### config.mk
export PLATFORM = sky130hd
export DESIGN_NAME = fetch_pc_gen_flat
export DESIGN_NICKNAME = d
export VERILOG_FILES = /design/src/rtl/fetch_pc_gen_if.sv /design/src/rtl/fetch_pc_gen.sv /design/src/flat_wrapper.sv
export SDC_FILE = /design/constraint.sdc
export NUM_CORES = 1
export LEC_CHECK = 0
export ABC_CLOCK_PERIOD_IN_PS = 2520
export CAP_MARGIN = 20
export CORE_ASPECT_RATIO = 0.8
export CORE_MARGIN = 1
export CORE_UTILIZATION = 39
export CTS_BUF_LIST = sky130_fd_sc_hd__clkbuf_16
export CTS_CLUSTER_SIZE = 28
export DETAILED_ROUTE_END_ITERATION = 10
export GPL_ROUTABILITY_DRIVEN = 0
export PLACE_DENSITY_LB_ADDON = 0.2
export SYNTH_ARGS = -nofsm -noshare
export SYNTH_HDL_FRONTEND = slang
export SYNTH_SLANG_ARGS = --single-unit
### constraint.sdc
create_clock -name clk -period 2.52 [get_ports clk]
set_clock_uncertainty 0.2 [all_clocks]
set_input_delay 0.63 -clock clk [delete_from_list [all_inputs] [get_ports clk]]
set_output_delay 0.63 -clock clk [all_outputs]
set_load 0.05 [all_outputs]
### src/rtl/fetch_pc_gen_if.sv
// Fetch PC generator <-> icache / BPU / instruction-buffer signal bundle.
// master: the PC generator; slave: the surrounding front end.
interface fetch_pc_gen_if;
  logic             stall;
  logic             flush;
  logic [31:0]      flush_target;
  logic             icache_req_ready;
  logic             icache_resp_valid;
  logic [1:0]       is_branch;
  logic [1:0]       pre_taken_or_not;
  logic [31:0]      pre_branch_addr;
  logic             icache_req_valid;
  logic [1:0][31:0] pc_o;
  logic [1:0]       icache_req_slot;
  logic [1:0]       icache_fetch_inst_en;

  modport master (
    input  stall, flush, flush_target, icache_req_ready, icache_resp_valid,
    input  is_branch, pre_taken_or_not, pre_branch_addr,
    output icache_req_valid, pc_o, icache_req_slot, icache_fetch_inst_en
  );

  modport slave (
    output stall, flush, flush_target, icache_req_ready, icache_resp_valid,
    output is_branch, pre_taken_or_not, pre_branch_addr,
    input  icache_req_valid, pc_o, icache_req_slot, icache_fetch_inst_en
  );
endinterface

### src/rtl/fetch_pc_gen.sv
// Fetch-address generator: 2-slot packets, single-outstanding icache handshake, flush/BPU redirect.
// Define FETCH_BPU_REDIRECT_EN to enable BPU-predicted redirect and slot1 masking.
module fetch_pc_gen #(
  parameter logic [31:0] RESET_PC = 32'h1c00_0000
) (
  input  logic           clk,
  input  logic           rst,
  fetch_pc_gen_if.master bus
);

  localparam logic [1:0] StIdle = 2'd0;
  localparam logic [1:0] StReq  = 2'd1;
  localparam logic [1:0] StWait = 2'd2;
  localparam logic [1:0] StDrop = 2'd3;

  logic [1:0]  state_q, state_d;
  logic [31:0] pc_q, pc_d;
  logic [1:0]  slot_q, slot_d;
  logic [1:0]  req_slot;
  logic [31:0] seq_pc;
  logic [31:0] resp_pc;
  logic [1:0]  resp_en;
  logic        req_valid;
  logic [1:0]  fetch_en;
  logic        handshake;

  // A packet never crosses an 8-byte boundary.
  assign req_slot  = pc_q[2] ? 2'b01 : 2'b11;
  assign seq_pc    = {pc_q[31:3], 3'b000} + 32'd8;
  assign handshake = bus.icache_req_ready & ~bus.stall;

`ifdef FETCH_BPU_REDIRECT_EN
  logic taken0, taken1;
  assign taken0  = bus.is_branch[0] & bus.pre_taken_or_not[0];
  assign taken1  = slot_q[1] & bus.is_branch[1] & bus.pre_taken_or_not[1];
  assign resp_pc = (taken0 | taken1) ? bus.pre_branch_addr : seq_pc;
  assign resp_en = taken0 ? (slot_q & 2'b01) : slot_q;
`else
  logic unused_bpu;
  assign unused_bpu = ^{bus.is_branch, bus.pre_taken_or_not, bus.pre_branch_addr};
  assign resp_pc    = seq_pc;
  assign resp_en    = slot_q;
`endif

  always_comb begin
    state_d   = state_q;
    pc_d      = pc_q;
    slot_d    = slot_q;
    req_valid = 1'b0;
    fetch_en  = 2'b00;

    unique case (state_q)
      StIdle: begin
        if (!bus.stall) state_d = StReq;
      end
      StReq: begin
        req_valid = ~bus.stall;
        if (bus.stall) begin
          state_d = StIdle;
        end else if (bus.icache_req_ready) begin
          slot_d  = req_slot;
          state_d = StWait;
        end
      end
      StWait: begin
        if (bus.icache_resp_valid) begin
          fetch_en = resp_en;
          pc_d     = resp_pc;
          state_d  = bus.stall ? StIdle : StReq;
        end
      end
      StDrop: begin
        if (bus.icache_resp_valid) state_d = bus.stall ? StIdle : StReq;
      end
      default: state_d = StIdle;
    endcase

    // Flush overrides everything; any in-flight or same-cycle request becomes stale.
    if (bus.flush) begin
      pc_d     = {bus.flush_target[31:2], 2'b00};
      fetch_en = 2'b00;
      unique case (state_q)
        StIdle:         state_d = StReq;
        StReq:          state_d = handshake ? StDrop : StReq;
        StWait, StDrop: state_d = bus.icache_resp_valid ? StReq : StDrop;
        default:        state_d = StReq;
      endcase
    end
  end

  always_ff @(posedge clk or posedge rst) begin
    if (rst) begin
      state_q <= StIdle;
      pc_q    <= RESET_PC;
      slot_q  <= 2'b11;
    end else begin
      state_q <= state_d;
      pc_q    <= pc_d;
      slot_q  <= slot_d;
    end
  end

  assign bus.icache_req_valid     = req_valid;
  assign bus.icache_fetch_inst_en = fetch_en;
  assign bus.icache_req_slot      = req_slot;
  assign bus.pc_o[0]              = pc_q;
  assign bus.pc_o[1]              = pc_q + 32'd4;

endmodule

### src/flat_wrapper.sv
// flat-port wrapper written by rule: the top's interface ports become plain ports
module fetch_pc_gen_flat 
#(
  parameter logic [31:0] RESET_PC = 32'h1c00_0000
)
  (clk, rst, bus_stall, bus_flush, bus_flush_target, bus_icache_req_ready, bus_icache_resp_valid, bus_is_branch, bus_pre_taken_or_not, bus_pre_branch_addr, bus_icache_req_valid, bus_pc_o, bus_icache_req_slot, bus_icache_fetch_inst_en);
  fetch_pc_gen_if bus_i ();
  input  logic clk;
  input  logic rst;
  input wire logic [$bits(bus_i.stall)-1:0] bus_stall;
  input wire logic [$bits(bus_i.flush)-1:0] bus_flush;
  input wire logic [$bits(bus_i.flush_target)-1:0] bus_flush_target;
  input wire logic [$bits(bus_i.icache_req_ready)-1:0] bus_icache_req_ready;
  input wire logic [$bits(bus_i.icache_resp_valid)-1:0] bus_icache_resp_valid;
  input wire logic [$bits(bus_i.is_branch)-1:0] bus_is_branch;
  input wire logic [$bits(bus_i.pre_taken_or_not)-1:0] bus_pre_taken_or_not;
  input wire logic [$bits(bus_i.pre_branch_addr)-1:0] bus_pre_branch_addr;
  output wire logic [$bits(bus_i.icache_req_valid)-1:0] bus_icache_req_valid;
  output wire logic [$bits(bus_i.pc_o)-1:0] bus_pc_o;
  output wire logic [$bits(bus_i.icache_req_slot)-1:0] bus_icache_req_slot;
  output wire logic [$bits(bus_i.icache_fetch_inst_en)-1:0] bus_icache_fetch_inst_en;
  assign bus_i.stall = bus_stall;
  assign bus_i.flush = bus_flush;
  assign bus_i.flush_target = bus_flush_target;
  assign bus_i.icache_req_ready = bus_icache_req_ready;
  assign bus_i.icache_resp_valid = bus_icache_resp_valid;
  assign bus_i.is_branch = bus_is_branch;
  assign bus_i.pre_taken_or_not = bus_pre_taken_or_not;
  assign bus_i.pre_branch_addr = bus_pre_branch_addr;
  assign bus_icache_req_valid = bus_i.icache_req_valid;
  assign bus_pc_o = bus_i.pc_o;
  assign bus_icache_req_slot = bus_i.icache_req_slot;
  assign bus_icache_fetch_inst_en = bus_i.icache_fetch_inst_en;
  fetch_pc_gen #(.RESET_PC(RESET_PC)) u_core (.clk(clk), .rst(rst), .bus(bus_i));
endmodule
After elaboration in Yosys (flattened, before gate mapping)
Index checks and enable logic that the tools add are counted.
- bits in registers: 36
- input bits: 74
- output and inout bits: 69
- word-level logic and storage cells: 38
- add/sub/neg operators: 2
- equality and inequality tests: 6
- mux-type cells: 18
- bitwise logic cells: 2
- reduce and logical (&&, ||, !) cells: 7
- operators by type and width (kind ; number):
    two-way mux 32 bit ; 3
    adder 32 x 3 -> 32 bit, second input constant ; 1
    adder 32 x 4 -> 32 bit, second input constant ; 1
    two-way mux 2 bit ; 11
    case mux 2 bit (3 select lines) ; 2
    AND reduction 3 bit ; 2
    equality test 2 bit, second input constant ; 2
    inequality test 4 bit, second input constant ; 1
    nonzero test 2 bit ; 2
    inequality test 3 x 1 -> 1 bit, second input constant ; 1
    inequality test 3 bit, second input constant ; 1
    equality test 2 x 1 -> 1 bit, second input constant ; 1
    logical NOT 2 bit ; 1
    two-way mux 1 bit ; 2
    AND reduction 2 bit ; 1
    OR reduction 2 bit ; 1
    bitwise AND 1 bit ; 1
    inverter 1 bit ; 1

Depth between registers and ports, before layout
- word-level depth: 5
- gate-level depth with buffers: 7
- depth with buffers taken out: 5

Least setup slack after synthesis
No wires, ideal clock.
- path type: register to output
- start: register u_core.pc_q[4]
- end: output port bus_pc_o[57]
- arrival time: 2726 ps
- required time: 1690 ps
- slack: -1036 ps
- stages on the path, launching flop included: 6
- buffers on the path: 0
- cell sequence: dfrtp_1 ha_1 nand4_1 nor3_1 nand4_1 xnor2_1
- cells in the longest elaborated chain, start to end: 1
- ends and longest elaborated chain (what ; line ; source):
    start: declaration ; fetch_pc_gen.sv:17 ; logic [31:0] pc_q, pc_d;
    start signal: assignment ; fetch_pc_gen.sv:98 ; pc_q <= pc_d;
    adder 32 x 3 -> 32 bit ; fetch_pc_gen.sv:107 ; assign bus.pc_o[1] = pc_q + 32'd4;
    end: declaration ; flat_wrapper.sv:19 ; output wire logic [$bits(bus_i.pc_o)-1:0] bus_pc_o;
Every way passes these cells.

Final worst setup path
- start: register u_core.pc_q[3]
- end: output port bus_pc_o[61]
The elaborated chain is that of the path after synthesis.

==> impl_results.md <==
- Worst Path Required: around 1.7 ns
- Largest net degree at the start of global routing: 34
- Pint: approximately 0.0015 W
- Max VDD drop: 0.357 mV
- Tmin final: around 2.9 ns
- DP HPWL: about 7200 um
- Final Hold Vio Count: 0
- Place WS: -0.202 ns
- Logic gate share of total power: 0.496
- Clock power frac: 0.237
- Crit path kind: reg2out
- Routed WL: approximately 11000 um
- Synth top area share: 0.282
- Yosys warnings: 0
- H-Tree Depth: 2
- Max_slew headroom: 0.647
- Number of setup violations in the final report: 25
- Pwr dens: about 460 nW/um^2
- Gr usage total: 0.309
- Final worst slack: -0.352 ns
- Bufs and invs on worst path: 3
- Antenna cells: 0
- Clock latency on the worst-skew pair: roughly 0.28 ns
- Critical path arrival: around 2.0 ns
- CTS tree: built
- Starting Density: 0.404
- Syn Std Cell Area: roughly 2600 um^2
- Period utilization: 1.14
- Vias: roughly 3300
- #FFs+latches synth: 33
- DR iter-0 viols: between 200 and 300
- Post-synthesis sequential area ratio: 0.323
- Unrepaired setup endpoints after global routing: yes
- Pins Over Slew Limit: 0
- ANT nets after route: 0
- Final nets: roughly 550
- P_sw: ~0.0010 W
- Vias per cell: slightly below 6
- DRT Pass-1 Iters: 5
- Static Leakage: ~2.3 nW
- First-pass GRT wire length: 16300 um
- Core area: ~6400 um^2
- Area contributors post-synth: dfrtp_1, xnor2_1, nand2_1
- Distinct cells, synth: 43
- Cell Rows: 26
- Worst setup SP type: flip-flop
- Share of power burned in registers: 0.267
- Clk buf depth: 2
- Area growth, synth to finish: 110%
- CP peak stage delay: about 0.43 ns
- Final Instance Count excl. Fillers: between 500 and 600
- Hold WC Path Type: reg2reg
- Die width: ~93 um
- Buffers on Ports: slightly below 100
- Share of layout cells above drive strength 1: 0.493
- Pwr Total: roughly 0.0025 W
- Clock slew at reported path FFs: about 0.05 ns
- Top Ports: 143
- Root Driver: clkbuf_16
- Worst path top cell family by delay: simple AND/OR/NAND/NOR gates
- Cts bufs inserted: 5
- Crit Path Max Fanout: 5
- Fill cells: 337
- Chip height: 74.7 um
- Clk sinks: 33
- Avg Cell Area, Syn: around 8.2 um^2
- Fmax: 348 MHz
- # DRC: 0
- WL/cell: between 15 and 20 um
- Failing checks: negative setup slack
- Post-place instance area: around 5000 um^2
- Die ar.: a little under 7000 um^2
- Crit end category: primary output
- Gate Count Post-Synth: about 320
- Total gr overflow: 0
- Initial antenna violation count: 0
- Max Cap Viol: 0
- CP max-delay cell: dfrtp_4
- Worst Hold Margin: roughly 0.28 ns
- Placed insts: 545
- CP Cell Sequence: ha_4 -> nand4_1 -> nor3_4 -> buf_4 -> nand4_1 -> buf_4 -> xnor2_4 -> buf_12
- Switching part of the total: 0.404
- Worst-Margin Slew: around 0.53 ns
- Vias in the first global route: approximately 3200
- Run status: complete, but fails checks
- Post-synth top area cell: dfrtp_1
- Post-route cell area: approximately 5400 um^2
- CTS Hold Bufs: 0
[Yosys cell counts]
cell type / instances
nor4_4: 1
buf_2: 6
or2_1: 1
nor4_1: 6
o31a_1: 1
nand2b_1: 3
o31ai_1: 6
a31o_2: 1
nand3b_1: 1
nand4_4: 1
a211o_1: 1
o211ai_1: 1
clkbuf_1: 10
nand3_1: 19
and3_1: 5
nand4_1: 16
or2_2: 1
and4_1: 7
o21ai_0: 21
and2_1: 2
mux2i_1: 1
dfrtp_1: 29
a311o_1: 1
buf_6: 2
xor2_1: 13
nor3_1: 7
xnor2_1: 26
nor3b_1: 1
o41ai_1: 1
ha_1: 2
conb_1: 2
nor4_2: 1
and4b_1: 2
dfstp_2: 4
or3_1: 4
nand4b_1: 3
buf_4: 13
nor2_1: 21
nand4_2: 2
inv_1: 9
nand2_1: 41
a31oi_1: 14
or4_1: 6
[registers in the layout, summed over array words and instances, names as in the netlist]
| register | count |
|---|---|
| u_core.pc_q | 30 |
| u_core.resp_en | 1 |
| u_core.state_q | 2 |
[tightest hold or removal path, stage by stage, from the launching register on]
cell and delay (ns):
dfstp_2 0.36, nand2_1 0.04, o21ai_0 0.07
[routing by layer]
layer | vias to the layer above | wire (um) | share of wire | global-route usage
met4 | 0 | 375 | 0.035 | 0.132
li1 | 1444 | - | - | -
met5 | - | 0 | 0 | 0
met1 | 1628 | 4010 | 0.37 | 0.387
met3 | 42 | 1070 | 0.10 | 0.0717
met2 | 203 | 5240 | 0.49 | 0.521
[through the flow]
stage | util | setup TNS [ns]
after floorplan | - | -4.67
after global placement | 0.770 | -2.27
after detailed placement | 0.770 | -3.42
after CTS | 0.838 | -5.78
after global routing | 0.847 | -7.81
final | 0.847 | -6.10
[final timing paths]
path	from	to	slack [ns]	depth (start not counted)
min in group asynchronous	rst	u_core.pc_q[31]	0.55	3
min reg2reg	u_core.resp_en[1]	u_core.resp_en[1]	0.28	2
max in group asynchronous	rst	u_core.pc_q[3]	1.20	3
max reg2reg	u_core.pc_q[21]	u_core.pc_q[25]	0.31	5
min	u_core.resp_en[1]	u_core.resp_en[1]	0.28	2
max	u_core.pc_q[3]	bus_pc_o[61]	-0.35	8
[cell families after synthesis]
family	share of synthesized area
adders and majority gates	0.00972
AOI/OAI and AO/OA	0.113
muxes	0.00389
and+or+nand+nor	0.329
other	0.00292
xor gates and xnor gates	0.133
DFF	0.323
buffers and inverters	0.0860
[power by group through the flow]
stage                     combinational (W)  sequential (W)  clock [W]
final                               0.00124        0.000666   0.000592
after global routing                0.00129        0.000671   0.000612
after CTS                           0.00122        0.000659   0.000592
after detailed placement            0.00118        0.000666          0
after global placement              0.00116        0.000661          0
after floorplan                    0.000514        0.000842          0
[layout by cell type, fill, tap and decap left out, types with 5 or more instances in the layout]
cell type,count
dfrtp_1,5
dfrtp_2,22
conb_1,5
xnor2_1,7
nor2_1,18
and4_1,6
or4_1,6
and3_1,5
xnor2_4,18
nand3_1,10
xor2_1,6
o21ai_0,21
nand4_1,16
inv_1,10
clkdlybuf4s50_1,42
buf_12,34
nand3_4,6
a31oi_1,14
clkbuf_16,5
nor3_4,5
o31ai_1,6
buf_6,14
nand2_1,36
buf_4,88
[timing repair]
item,4_1_cts,5_1_grt
setup endpoints to repair,27,29
resized for setup,44,12
pin swaps,21,15
buffers inserted,11,6
[area by class of cell]
type	count	area, um^2	area share
inverter	9	33.8	0.00625
multi-input combinational	245	2270	0.421
clock inverter	3	13.8	0.00255
clock buffer	5	125	0.0232
timing repair buffer	184	1990	0.368
tap	84	105	0.0195
sequential	33	866	0.160
Note: power is estimated with default switching activity, not from simulation.
